**config.mk**
```make
export PLATFORM = sky130hd
export DESIGN_NAME = cb_dinb_seq
export DESIGN_NICKNAME = d
export VERILOG_FILES = /design/src/rtl/cb_dinb_seq_pkg.sv /design/src/rtl/cb_dinb_seq_addr_gen.sv /design/src/rtl/cb_dinb_seq.sv
export SDC_FILE = /design/constraint.sdc
export NUM_CORES = 1
export LEC_CHECK = 0
export CAP_MARGIN = 20
export CORE_UTILIZATION = 44
export CTS_BUF_LIST = sky130_fd_sc_hd__clkbuf_16
export CTS_CLUSTER_DIAMETER = 80
export DETAILED_ROUTE_END_ITERATION = 8
export HOLD_SLACK_MARGIN = 0.08
export PLACE_DENSITY_LB_ADDON = 0.3
export SETUP_SLACK_MARGIN = 0.15
export SLEW_MARGIN = 40
export SYNTH_ARGS = -nofsm -noshare
export SYNTH_HDL_FRONTEND = slang
export SYNTH_SLANG_ARGS = --single-unit
```
**constraint.sdc**
```tcl
create_clock -name clk -period 5.57 [get_ports clk]
set_clock_uncertainty 0.1 [all_clocks]
set_input_delay 0.8355 -clock clk [delete_from_list [all_inputs] [get_ports clk]]
set_output_delay 0.8355 -clock clk [all_outputs]
set_load 0.01 [all_outputs]
```
**src/rtl/cb_dinb_seq_pkg.sv**
```systemverilog
// -----------------------------------------------------------------------------
// cb_dinb_seq_pkg
// Shared definitions for the covariance-block port-B write sequencer:
//   - 2-bit direction codes, using the same encoding the lane mapper decodes
//   - sequencer state encoding
//   - NEW-mode lane masks for the 4-lane configuration
//   - map_dir(): folds the unused IDLE direction code onto POS
// -----------------------------------------------------------------------------
package cb_dinb_seq_pkg;

   localparam logic [1:0] DIR_IDLE = 2'b00;
   localparam logic [1:0] DIR_POS  = 2'b01;
   localparam logic [1:0] DIR_NEG  = 2'b10;
   localparam logic [1:0] DIR_NEW  = 2'b11;

   typedef enum logic [1:0] {
      ST_IDLE  = 2'd0,
      ST_RUN   = 2'd1,
      ST_DRAIN = 2'd2
   } state_t;

   // NEW mode writes only one half of the row: lk0=1 selects lanes 0-1,
   // lk0=0 selects lanes 2-3.
   localparam logic [3:0] NEW_MASK_LK1 = 4'b0011;
   localparam logic [3:0] NEW_MASK_LK0 = 4'b1100;

   // A command carrying the IDLE code is not meaningful to the mapper, so it
   // is run as a plain ascending (POS) write.
   function automatic logic [1:0] map_dir(input logic [1:0] dir);
      return (dir == DIR_IDLE) ? DIR_POS : dir;
   endfunction

endpackage

```
**src/rtl/cb_dinb_seq_addr_gen.sv**
```systemverilog
// -----------------------------------------------------------------------------
// cb_addr_gen
// Row address generator: loads a base address, then steps by +1 or -1 on
// each request. Arithmetic is modulo 2^ADDR_W, so it wraps silently.
// Ports:
//   clk     in   clock
//   i_srst  in   synchronous active-high reset (address cleared to 0)
//   i_load  in   load i_base (takes priority over i_step)
//   i_base  in   base address
//   i_step  in   advance one row
//   i_down  in   1 = step downward, 0 = step upward
//   o_addr  out  current address
// -----------------------------------------------------------------------------
module cb_addr_gen #(
   parameter int ADDR_W = 10
) (
   input  logic              clk,
   input  logic              i_srst,
   input  logic              i_load,
   input  logic [ADDR_W-1:0] i_base,
   input  logic              i_step,
   input  logic              i_down,
   output logic [ADDR_W-1:0] o_addr
);

   logic [ADDR_W-1:0] r_addr;

   always_ff @(posedge clk) begin
      if (i_srst) begin
         r_addr <= '0;
      end else if (i_load) begin
         r_addr <= i_base;
      end else if (i_step) begin
         r_addr <= i_down ? (r_addr - ADDR_W'(1)) : (r_addr + ADDR_W'(1));
      end
   end

   assign o_addr = r_addr;

endmodule

```
**src/rtl/cb_dinb_seq.sv**
```systemverilog
// -----------------------------------------------------------------------------
// cb_dinb_seq
// Covariance-block BRAM port-B write sequencer. Takes one command (direction,
// lane half, base address, row count), then consumes the C-result stream one
// row per handshake. It steers the registered lane mapper (CB_dinb_sel,
// l_k_0) and issues the port-B write strobe one cycle after each beat so the
// strobe lines up with the mapper's registered data.
// Ports:
//   clk, sys_rst              clock, synchronous active-high reset
//   cmd_valid / cmd_ready     command handshake (ready only in IDLE)
//   cmd_dir, cmd_lk0          direction code, NEW-mode lane half
//   cmd_base, cmd_rows        first row address, number of rows
//   c_valid / c_ready         C-row handshake (ready only in RUN)
//   CB_dinb_sel, l_k_0        mapper controls (registered)
//   CB_enb, CB_web, CB_addrb  port-B write strobe (registered)
//   done                      one-cycle completion pulse
// -----------------------------------------------------------------------------
module cb_dinb_seq
   import cb_dinb_seq_pkg::*;
#(
   parameter int L      = 4,
   parameter int ADDR_W = 10,
   parameter int CNT_W  = 8
) (
   input  logic              clk,
   input  logic              sys_rst,
   input  logic              cmd_valid,
   output logic              cmd_ready,
   input  logic [1:0]        cmd_dir,
   input  logic              cmd_lk0,
   input  logic [ADDR_W-1:0] cmd_base,
   input  logic [CNT_W-1:0]  cmd_rows,
   input  logic              c_valid,
   output logic              c_ready,
   output logic [1:0]        CB_dinb_sel,
   output logic              l_k_0,
   output logic              CB_enb,
   output logic [L-1:0]      CB_web,
   output logic [ADDR_W-1:0] CB_addrb,
   output logic              done
);

   state_t            r_state;
   state_t            w_state_next;
   logic              w_cmd_ready;
   logic              w_c_ready;
   logic              w_done;
   logic              w_accept;
   logic              w_beat;

   logic [1:0]        r_dir;
   logic              r_lk0;
   logic [CNT_W-1:0]  r_remain;

   logic [1:0]        r_sel;
   logic              r_lk;
   logic              r_enb;
   logic [L-1:0]      r_web;
   logic [ADDR_W-1:0] r_addrb;

   logic [ADDR_W-1:0] w_addr;
   logic [L-1:0]      w_new_mask;

   // ---------------------------------------------------------------------
   // FSM
   // ---------------------------------------------------------------------
   always_ff @(posedge clk) begin
      if (sys_rst) begin
         r_state <= ST_IDLE;
      end else begin
         r_state <= w_state_next;
      end
   end

   always_comb begin
      w_state_next = r_state;
      w_cmd_ready  = 1'b0;
      w_c_ready    = 1'b0;
      w_done       = 1'b0;
      case (r_state)
         ST_IDLE: begin
            w_cmd_ready = 1'b1;
            if (cmd_valid) begin
               // A zero-row command still reports completion via DRAIN.
               w_state_next = (cmd_rows != '0) ? ST_RUN : ST_DRAIN;
            end
         end
         ST_RUN: begin
            w_c_ready = 1'b1;
            if (c_valid && (r_remain == CNT_W'(1))) begin
               w_state_next = ST_DRAIN;
            end
         end
         ST_DRAIN: begin
            // The final strobe is on the bus this cycle, so done coincides.
            w_done       = 1'b1;
            w_state_next = ST_IDLE;
         end
         default: begin
            w_state_next = ST_IDLE;
         end
      endcase
   end

   assign w_accept = w_cmd_ready & cmd_valid;
   assign w_beat   = w_c_ready & c_valid;

   // ---------------------------------------------------------------------
   // Command latch and rows-remaining counter
   // ---------------------------------------------------------------------
   always_ff @(posedge clk) begin
      if (sys_rst) begin
         r_dir    <= DIR_IDLE;
         r_lk0    <= 1'b0;
         r_remain <= '0;
      end else if (w_accept) begin
         r_dir    <= map_dir(cmd_dir);
         r_lk0    <= cmd_lk0;
         r_remain <= cmd_rows;
      end else if (w_beat) begin
         r_remain <= r_remain - CNT_W'(1);
      end
   end

   // ---------------------------------------------------------------------
   // Row address
   // ---------------------------------------------------------------------
   cb_addr_gen #(
      .ADDR_W (ADDR_W)
   ) u_addr_gen (
      .clk    (clk),
      .i_srst (sys_rst),
      .i_load (w_accept),
      .i_base (cmd_base),
      .i_step (w_beat),
      .i_down (r_dir == DIR_NEG),
      .o_addr (w_addr)
   );

   // ---------------------------------------------------------------------
   // NEW-mode lane mask
   // ---------------------------------------------------------------------
   generate
      if (L == 4) begin : g_mask4
         assign w_new_mask = r_lk0 ? NEW_MASK_LK1 : NEW_MASK_LK0;
      end else begin : g_maskn
         // Generic split: lower half of the lanes for lk0=1, upper half else.
         for (genvar gi = 0; gi < L; gi++) begin : g_lane
            assign w_new_mask[gi] = r_lk0 ? (gi < L/2) : (gi >= L/2);
         end
      end
   endgenerate

   // ---------------------------------------------------------------------
   // Mapper controls: driven with the command's direction for exactly the
   // cycles the sequencer spends in RUN. Keying off the next state lets the
   // value appear the cycle after accept and drop as RUN is left.
   // ---------------------------------------------------------------------
   always_ff @(posedge clk) begin
      if (sys_rst) begin
         r_sel <= DIR_IDLE;
         r_lk  <= 1'b0;
      end else if (w_state_next == ST_RUN) begin
         r_sel <= w_accept ? map_dir(cmd_dir) : r_dir;
         r_lk  <= w_accept ? cmd_lk0 : r_lk0;
      end else begin
         r_sel <= DIR_IDLE;
         r_lk  <= 1'b0;
      end
   end

   // ---------------------------------------------------------------------
   // Write strobe, one cycle behind the beat to match the mapper register
   // ---------------------------------------------------------------------
   always_ff @(posedge clk) begin
      if (sys_rst) begin
         r_enb   <= 1'b0;
         r_web   <= '0;
         r_addrb <= '0;
      end else begin
         r_enb   <= w_beat;
         r_addrb <= w_beat ? w_addr : '0;
         if (!w_beat) begin
            r_web <= '0;
         end else if (r_dir == DIR_NEW) begin
            r_web <= w_new_mask;
         end else begin
            r_web <= '1;
         end
      end
   end

   assign cmd_ready   = w_cmd_ready;
   assign c_ready     = w_c_ready;
   assign done        = w_done;
   assign CB_dinb_sel = r_sel;
   assign l_k_0       = r_lk;
   assign CB_enb      = r_enb;
   assign CB_web      = r_web;
   assign CB_addrb    = r_addrb;

endmodule

```
==> metrics.md, run 1 <==
| Metric | Value |
|---|---|
| Worst reg2reg path depth | `7` |
| GR Util met1 | `between 20% and 30%` |
| Die Ht | `67.09 microns` |
| Pleak | `around 0.93 nW` |
| Slowest cell on crit path | `clkdlybuf4s50_1` |
| Sequential-to-total area share from yosys stat | `a little over two fifths` |
| Slew Viols, Final | `0` |
| DP Wirelength | `~3 mm` |
| Initial DRC Count | `152` |
| Antenna diodes | `0` |
| Met2 Use GR | `35.25%` |
| Seq. cell area | `around 800 sq um` |
| M3 GR Usage | `4.110%` |
| Worst path bufs/invs | `2` |
| Kind of cell adding the most delay to the critical path | `simple AND/OR/NAND/NOR gates` |
| Maximum vdd drop | `0.1902 mV` |
| Crit Path Category | `input port to flip-flop` |
| Critical Path End Type | `flip-flop` |
| WP data required | `about 5.6 ns` |
| Setup crit start kind | `input port` |
| Buffer depth of the longest clock path | `2` |
| Post-CTS Hold Fix Bufs | `0` |
| Row cnt | `23` |
| I/O pin cnt | `46` |
| Setup bufs post-CTS | `0` |
| Multi-input gate area | `slightly below 0.001 sq mm` |
| First-pass GRT wire length | `approximately 7.0 mm` |
| Top Usage Layer GRT | `met2` |
| Post-synth top area share | `approximately two fifths` |
| CTS-repair resized insts | `0` |
| # nets final | `291` |
| Net count after synthesis | `251` |
| Num CTS Buffers | `5` |
| Post-synthesis async set-or-reset flop share | `0%` |
| Crit path DAT | `2.94 ns` |
| Worst hold-check path type | `flip-flop to flip-flop` |
| Setup TNS | `0 ns` |
| Via density per instance | `5.567` |
| DR WL/cell | `~14 microns` |
| Slowest stage delay, CP | `slightly above 0.5 ns` |
| Seq cells post-synth | `39` |
| Root Buffer | `clkbuf_16` |
| GRT Overall Usage | `a little over a fifth` |
| EDFF count, synth | `0` |
| Worst Max-Slew Pin Slew | `0.5716 ns` |
| Hold Path Stages | `1` |
| Layout cells sized above 1 | `under 10%` |
| Cell count after synthesis | `around 220` |
| Clock Sinks | `39` |
| Final hold vios | `0` |
| Pwr per Cell Area | `292.0 mW/mm^2` |
| Synth top area cells | `dfxtp_1 (42%), nor2_1 (5.6%), a21oi_1 (5.4%)` |
| Yosys cell types | `45` |
| Cell repeated most along the worst path | `nand2_1` |
| Status | `completed` |
| Dominant synthesized flop cell | `dfxtp_1` |
| Largest net degree at the start of global routing | `28` |
| Fmax | `between 300 and 400 MHz` |
| Final antenna-violating net count | `0` |
| Final Critical Period | `2.869 ns` |
| DIE AREA | `0.004501 sq mm` |
| # DRC | `0` |
| Initial antenna violation count | `0` |
| Vias in the first global route | `about 1500` |
| Design Power | `approximately 720 uW` |
| Synth warnings | `0` |
| Post-Syn Area | `between 0.0015 and 0.002 sq mm` |
| TritonCTS clock tree | `yes` |
| Clk Latency, worst-skew pair | `between 0.2 and 0.3 ns` |
| H-tree depth reported by CTS | `2` |
| Initial Utilization | `a little under half` |
| Critical path depth | `8` |
| Via count | `1748` |
| Buffers on Ports | `45` |
| Total Wirelength | `4.355 mm` |
| FILL cells | `roughly 370` |
| Avg Inst Size Synth | `about 8.4 sq um` |
| Final setup fails | `0` |
| Clk pin slew, worst setup/hold paths | `0.06 ns` |
| Core area | `approximately 0.0040 sq mm` |
| Crit-path max FO | `12` |
| Tcrit/Tclk final | `51.50%` |
| GRT overflow | `0` |
| RSZ-0062 raised after global routing | `false` |
| Slew Limit Headroom | `61.49%` |
| Area growth from synthesis to layout | `31.41%` |
| Crit path cell chain | `clkdlybuf4s50_1, nand2_1, nor2_4, nand2_1, inv_1, and2_1, or4b_1, o311ai_0` |
| Max_cap viols | `0` |
| Drt pass-1 iters | `4` |
| Die width | `around 67 microns` |
| RD Place Congestion | `~0.88` |
| Cell type with the largest total area after synthesis | `dfxtp_1` |
[state kept, by name, indices dropped and copies added (netlist names)]
signal,count
CB_addrb,10
r_remain,8
r_state,2
u_addr_gen.o_addr,10
l_k_0,1
r_lk0,1
CB_dinb_sel,2
r_dir,2
CB_enb,1
CB_web,2
[layer usage]
| layer | share of wire [%] | routed length, microns |
|---|---|---|
| met5 | 0 | 0 |
| met4 | 2.0 | 89 |
| met3 | 4.7 | 203 |
| met2 | 47 | 2028 |
| met1 | 47 | 2034 |
[where the power goes]
group	internal (mW)	total, mW	switching [mW]
Clock	0.162	0.267	0.105
Sequential	0.298	0.320	0.0221
Combinational	0.0633	0.129	0.0657
[stage by stage]
stage               worst slack [ns]  utilization, %  cell area [sq um]  hold slack, ns  cells
floorplan                      3.395               -               1864          0.3322    223
global placement               2.224           57.52               2317          0.3610    306
detailed placement             2.179           57.52               2317          0.3695    306
CTS                            2.475           60.93               2455          0.3736    314
global route                   2.487           60.81               2450          0.3954    314
finish                         2.701           60.81               2450          0.3719    314
[Yosys cell counts (all sizes together), types with 3 or more instances]
cell,count
nor2b,5
nor3,8
buf,4
nor2,29
nor4,3
or4,5
o21ai,13
a32oi,3
inv,9
ha,3
a21oi,20
nand2,13
clkbuf,9
a31oi,4
mux2i,4
and2,11
nand3,3
dfxtp,39
a22oi,7
[cell families after synthesis]
group / synth area share (%)
compound gates: 20.47
xor+xnor: 1.880
fa+ha+maj: 2.014
buf+inv: 5.436
flops: 41.88
mux: 2.148
simple gates: 26.17
[layout by cell type (no fill, tap or decap), types with 2 or more instances in the layout]
cell and instances:
a22oi_1 7, clkbuf_16 5, or3_1 2, nand3_1 3, or4_4 2, xnor2_1 2, nand4_1 2, a41oi_1 2
clkdlybuf4s50_1 44, o21ai_0 12, a32oi_1 3, nor2_1 28, nand3b_1 2, inv_1 11, a31oi_1 4, nand2_1 13
and2_1 11, a21oi_1 20, nor3_1 8, nor4_1 3, or4_1 3, o22ai_1 2, and3_1 2, mux2i_1 4
nand2b_1 2, ha_1 3, dfxtp_1 39, nor2b_1 5, xor2_1 2
[path summary, 6_finish.rpt]
check                               from                    to  slack [ns]
worst max-delay path             c_valid  u_addr_gen.o_addr[9]        2.70
worst min-delay path               r_lk0             CB_web[2]        0.37
worst max register to register  r_dir[0]  u_addr_gen.o_addr[6]        3.28
worst min register to register     r_lk0             CB_web[2]        0.37
[layout make-up]
cell class,instances,share of cell area (%)
Multi-Input combinational cell,162,40.09
Clock inverter,3,0.5107
Sequential cell,39,31.87
Clock buffer,5,5.107
Tap cell,50,2.554
Inverter,9,1.379
Timing Repair Buffer,46,18.49
(Power assumes the default switching activity.)
==> inputs of run 2 (changes only) <==
==> constraint.sdc (replaced) <==
create_clock -name clk -period 2.75 [get_ports clk]
set_clock_uncertainty 0.1 [all_clocks]
set_input_delay 0.4125 -clock clk [delete_from_list [all_inputs] [get_ports clk]]
set_output_delay 0.4125 -clock clk [all_outputs]
set_load 0.01 [all_outputs]
==> run 2 against run 1 <==
Effect of this change: register-to-register slack got worse by 2.8 ns; non-clock buffer count increased by 3; global-route usage increased by 0.80 points; power increased by 100%; flip-flop and latch count unchanged; die area unchanged; utilization increased by 0.65 points; sequential power increased by 100%; clock-buffer cell count unchanged; largest power group unchanged; highest routed layer unchanged.
==> metrics.md, run 2 (synthesized netlist as in run 1, its figures left out) <==
| Metric | Value |
|---|---|
| Clock Sinks | `39` |
| Setup crit start kind | `flip-flop` |
| Combinational share of power | `around 19%` |
| Die width | `67.09 microns` |
| GRT overflow | `0` |
| I/O pin cnt | `46` |
| Internal Pwr Total | `1.060 mW` |
| Fmax | `444.6 MHz` |
| Via count | `roughly 1800` |
| Status | `completed` |
| Reg2reg end | `u_addr_gen.o_addr[8]` |
| H-tree depth reported by CTS | `2` |
| Area growth from synthesis to layout | `32.82%` |
| Post-Layout Cell Count | `317` |
| Row cnt | `23` |
| Slew Viols, Final | `0` |
| GRT Overall Usage | `between 20% and 30%` |
| Most common cell after layout, fill and taps aside | `clkdlybuf4s50_1` |
| R2r startpoint | `r_dir[0]` |
| Final setup fails | `0` |
| Largest net degree at the start of global routing | `28` |
| Drt pass-1 iters | `4` |
| CTS-repair resized insts | `0` |
| Hold Slack | `approximately 0.35 ns` |
| Final antenna-violating net count | `0` |
| Met2 Use GR | `a little over a third` |
| Clk pwr share | `36.7%` |
| M3 GR Usage | `between 4 and 5%` |
| Max_cap viols | `0` |
| Core area | `slightly above 0.004 sq mm` |
| # nets final | `~290` |
| TritonCTS clock tree | `yes` |
| Antenna diodes | `0` |
| Maximum vdd drop | `0.3730 mV` |
| WP data required | `between 2 and 3 ns` |
| Pwr per Cell Area | `around 580 mW/mm^2` |
| Crit path DAT | `2.31 ns` |
| Via density per instance | `~5.6` |
| Initial antenna violation count | `0` |
| Setup slack, reg-to-reg | `0.50 ns` |
| Post-CTS Hold Fix Bufs | `0` |
| Buffer depth of the longest clock path | `2` |
| Setup TNS | `0 ns` |
| Worst Max-Slew Pin Slew | `0.5726 ns` |
| Pre-CTS setup slack | `between 0.3 and 0.4 ns` |
| Slew Limit Headroom | `between 60 and 70%` |
| GR Util met1 | `around 29%` |
| Worst hold-check path type | `flip-flop to flip-flop` |
| Most frequent cells in the layout | `clkdlybuf4s50_1 (45), dfxtp_1 (39), nor2_1 (28)` |
| Initial Utilization | `between 40% and 50%` |
| First-pass GRT wire length | `between 7 and 8 mm` |
| DR WL/cell | `14.10 microns` |
| WHS Endpoint | `CB_web[2]` |
| Setup bufs post-CTS | `0` |
| RSZ-0062 raised after global routing | `false` |
| Clk Latency, worst-skew pair | `between 0.2 and 0.3 ns` |
| Total Wirelength | `4.469 mm` |
| Tcrit/Tclk final | `81.78%` |
| Initial DRC Count | `~120` |
| Reg power frac | `between 40% and 50%` |
| Final worst slack | `roughly 0.5 ns` |
| Crit Path Category | `flip-flop to flip-flop` |
| # DRC | `0` |
| Top Usage Layer GRT | `met2` |
| Pleak | `about 0.94 nW` |
| Hold_sp | `r_lk0` |
| Dpl cells | `around 310` |
| DIE AREA | `0.004501 sq mm` |
| RD Place Congestion | `roughly 0.85` |
| Final Critical Period | `about 2.2 ns` |
| Sw power | `387.7 uW` |
| Clk pin slew, worst setup/hold paths | `roughly 0.050 ns` |
| Crit-path max FO | `10` |
| Root Buffer | `clkbuf_16` |
| Num CTS Buffers | `5` |
| Final hold vios | `0` |
| DP Wirelength | `approximately 3.2 mm` |
| Buffers on Ports | `45` |
| Worst reg2reg path depth | `7` |
| Sw Ratio | `about 27%` |
| Hold Path Stages | `1` |
| Die Ht | `around 67 microns` |
| Layout cells sized above 1 | `5.243%` |
| Vias in the first global route | `between 1500 and 2000` |
| Critical Path End Type | `flip-flop` |
[run 2: area by class of cell]
| cell class | instances | area (sq um) |
|---|---|---|
| clock buffers | 5 | 125.1 |
| clock inverters | 3 | 11.26 |
| fillers | 381 | 1553 |
| inverters | 9 | 33.78 |
| multi-input cells | 162 | 982.2 |
| flip-flops and latches | 39 | 780.7 |
| well taps | 50 | 62.56 |
| repair buffers | 49 | 480.5 |
[run 2: power groups by stage]
stage / Clock [mW] / Combinational (mW) / Sequential (mW)
5_1_grt: 0.564 / 0.296 / 0.656
3_3_place_gp: 0 / 0.262 / 0.658
2_1_floorplan: 0 / 0.180 / 0.644
4_1_cts: 0.543 / 0.267 / 0.647
6_report: 0.532 / 0.267 / 0.649
3_5_place_dp: 0 / 0.266 / 0.659
[run 2: worst max path at each step]
stage / start / endpoint / slack [ns] / depth (start not counted)
2_1_floorplan: r_dir[0] / u_addr_gen.o_addr[8] / 0.61 / 8
3_3_place_gp: c_valid / u_addr_gen.o_addr[9] / 0.46 / 8
3_5_place_dp: c_valid / u_addr_gen.o_addr[9] / 0.38 / 8
4_1_cts: r_dir[0] / u_addr_gen.o_addr[8] / 0.52 / 7
5_1_grt: r_dir[0] / u_addr_gen.o_addr[4] / 0.32 / 7
6_report: r_dir[0] / u_addr_gen.o_addr[8] / 0.50 / 7
[run 2: metrics by stage]
step	util (%)	power, mW	cell area [sq um]
final	61.46	1.448	2476
after global routing	61.46	1.516	2476
after CTS	61.46	1.457	2476
after detailed placement	58.07	0.9257	2340
after global placement	58.07	0.9193	2340
after floorplan	-	0.8238	1864
[run 2: worst max-delay path: stages (launching register included)]
cell and delay [ns]:
dfxtp_1 0.33, nand2b_1 0.31, xnor2_1 0.20, ha_1 0.27
or4_4 0.56, o21ai_2 0.08, mux2i_1 0.20, a21oi_1 0.08
[run 2: per-layer routing]
metal  vias to the layer above  routed length [microns]
li1                        889                        -
met3                         8                      173
met1                       822                     1988
met2                        49                     2227
met4                         0                       80
met5                         -                        0
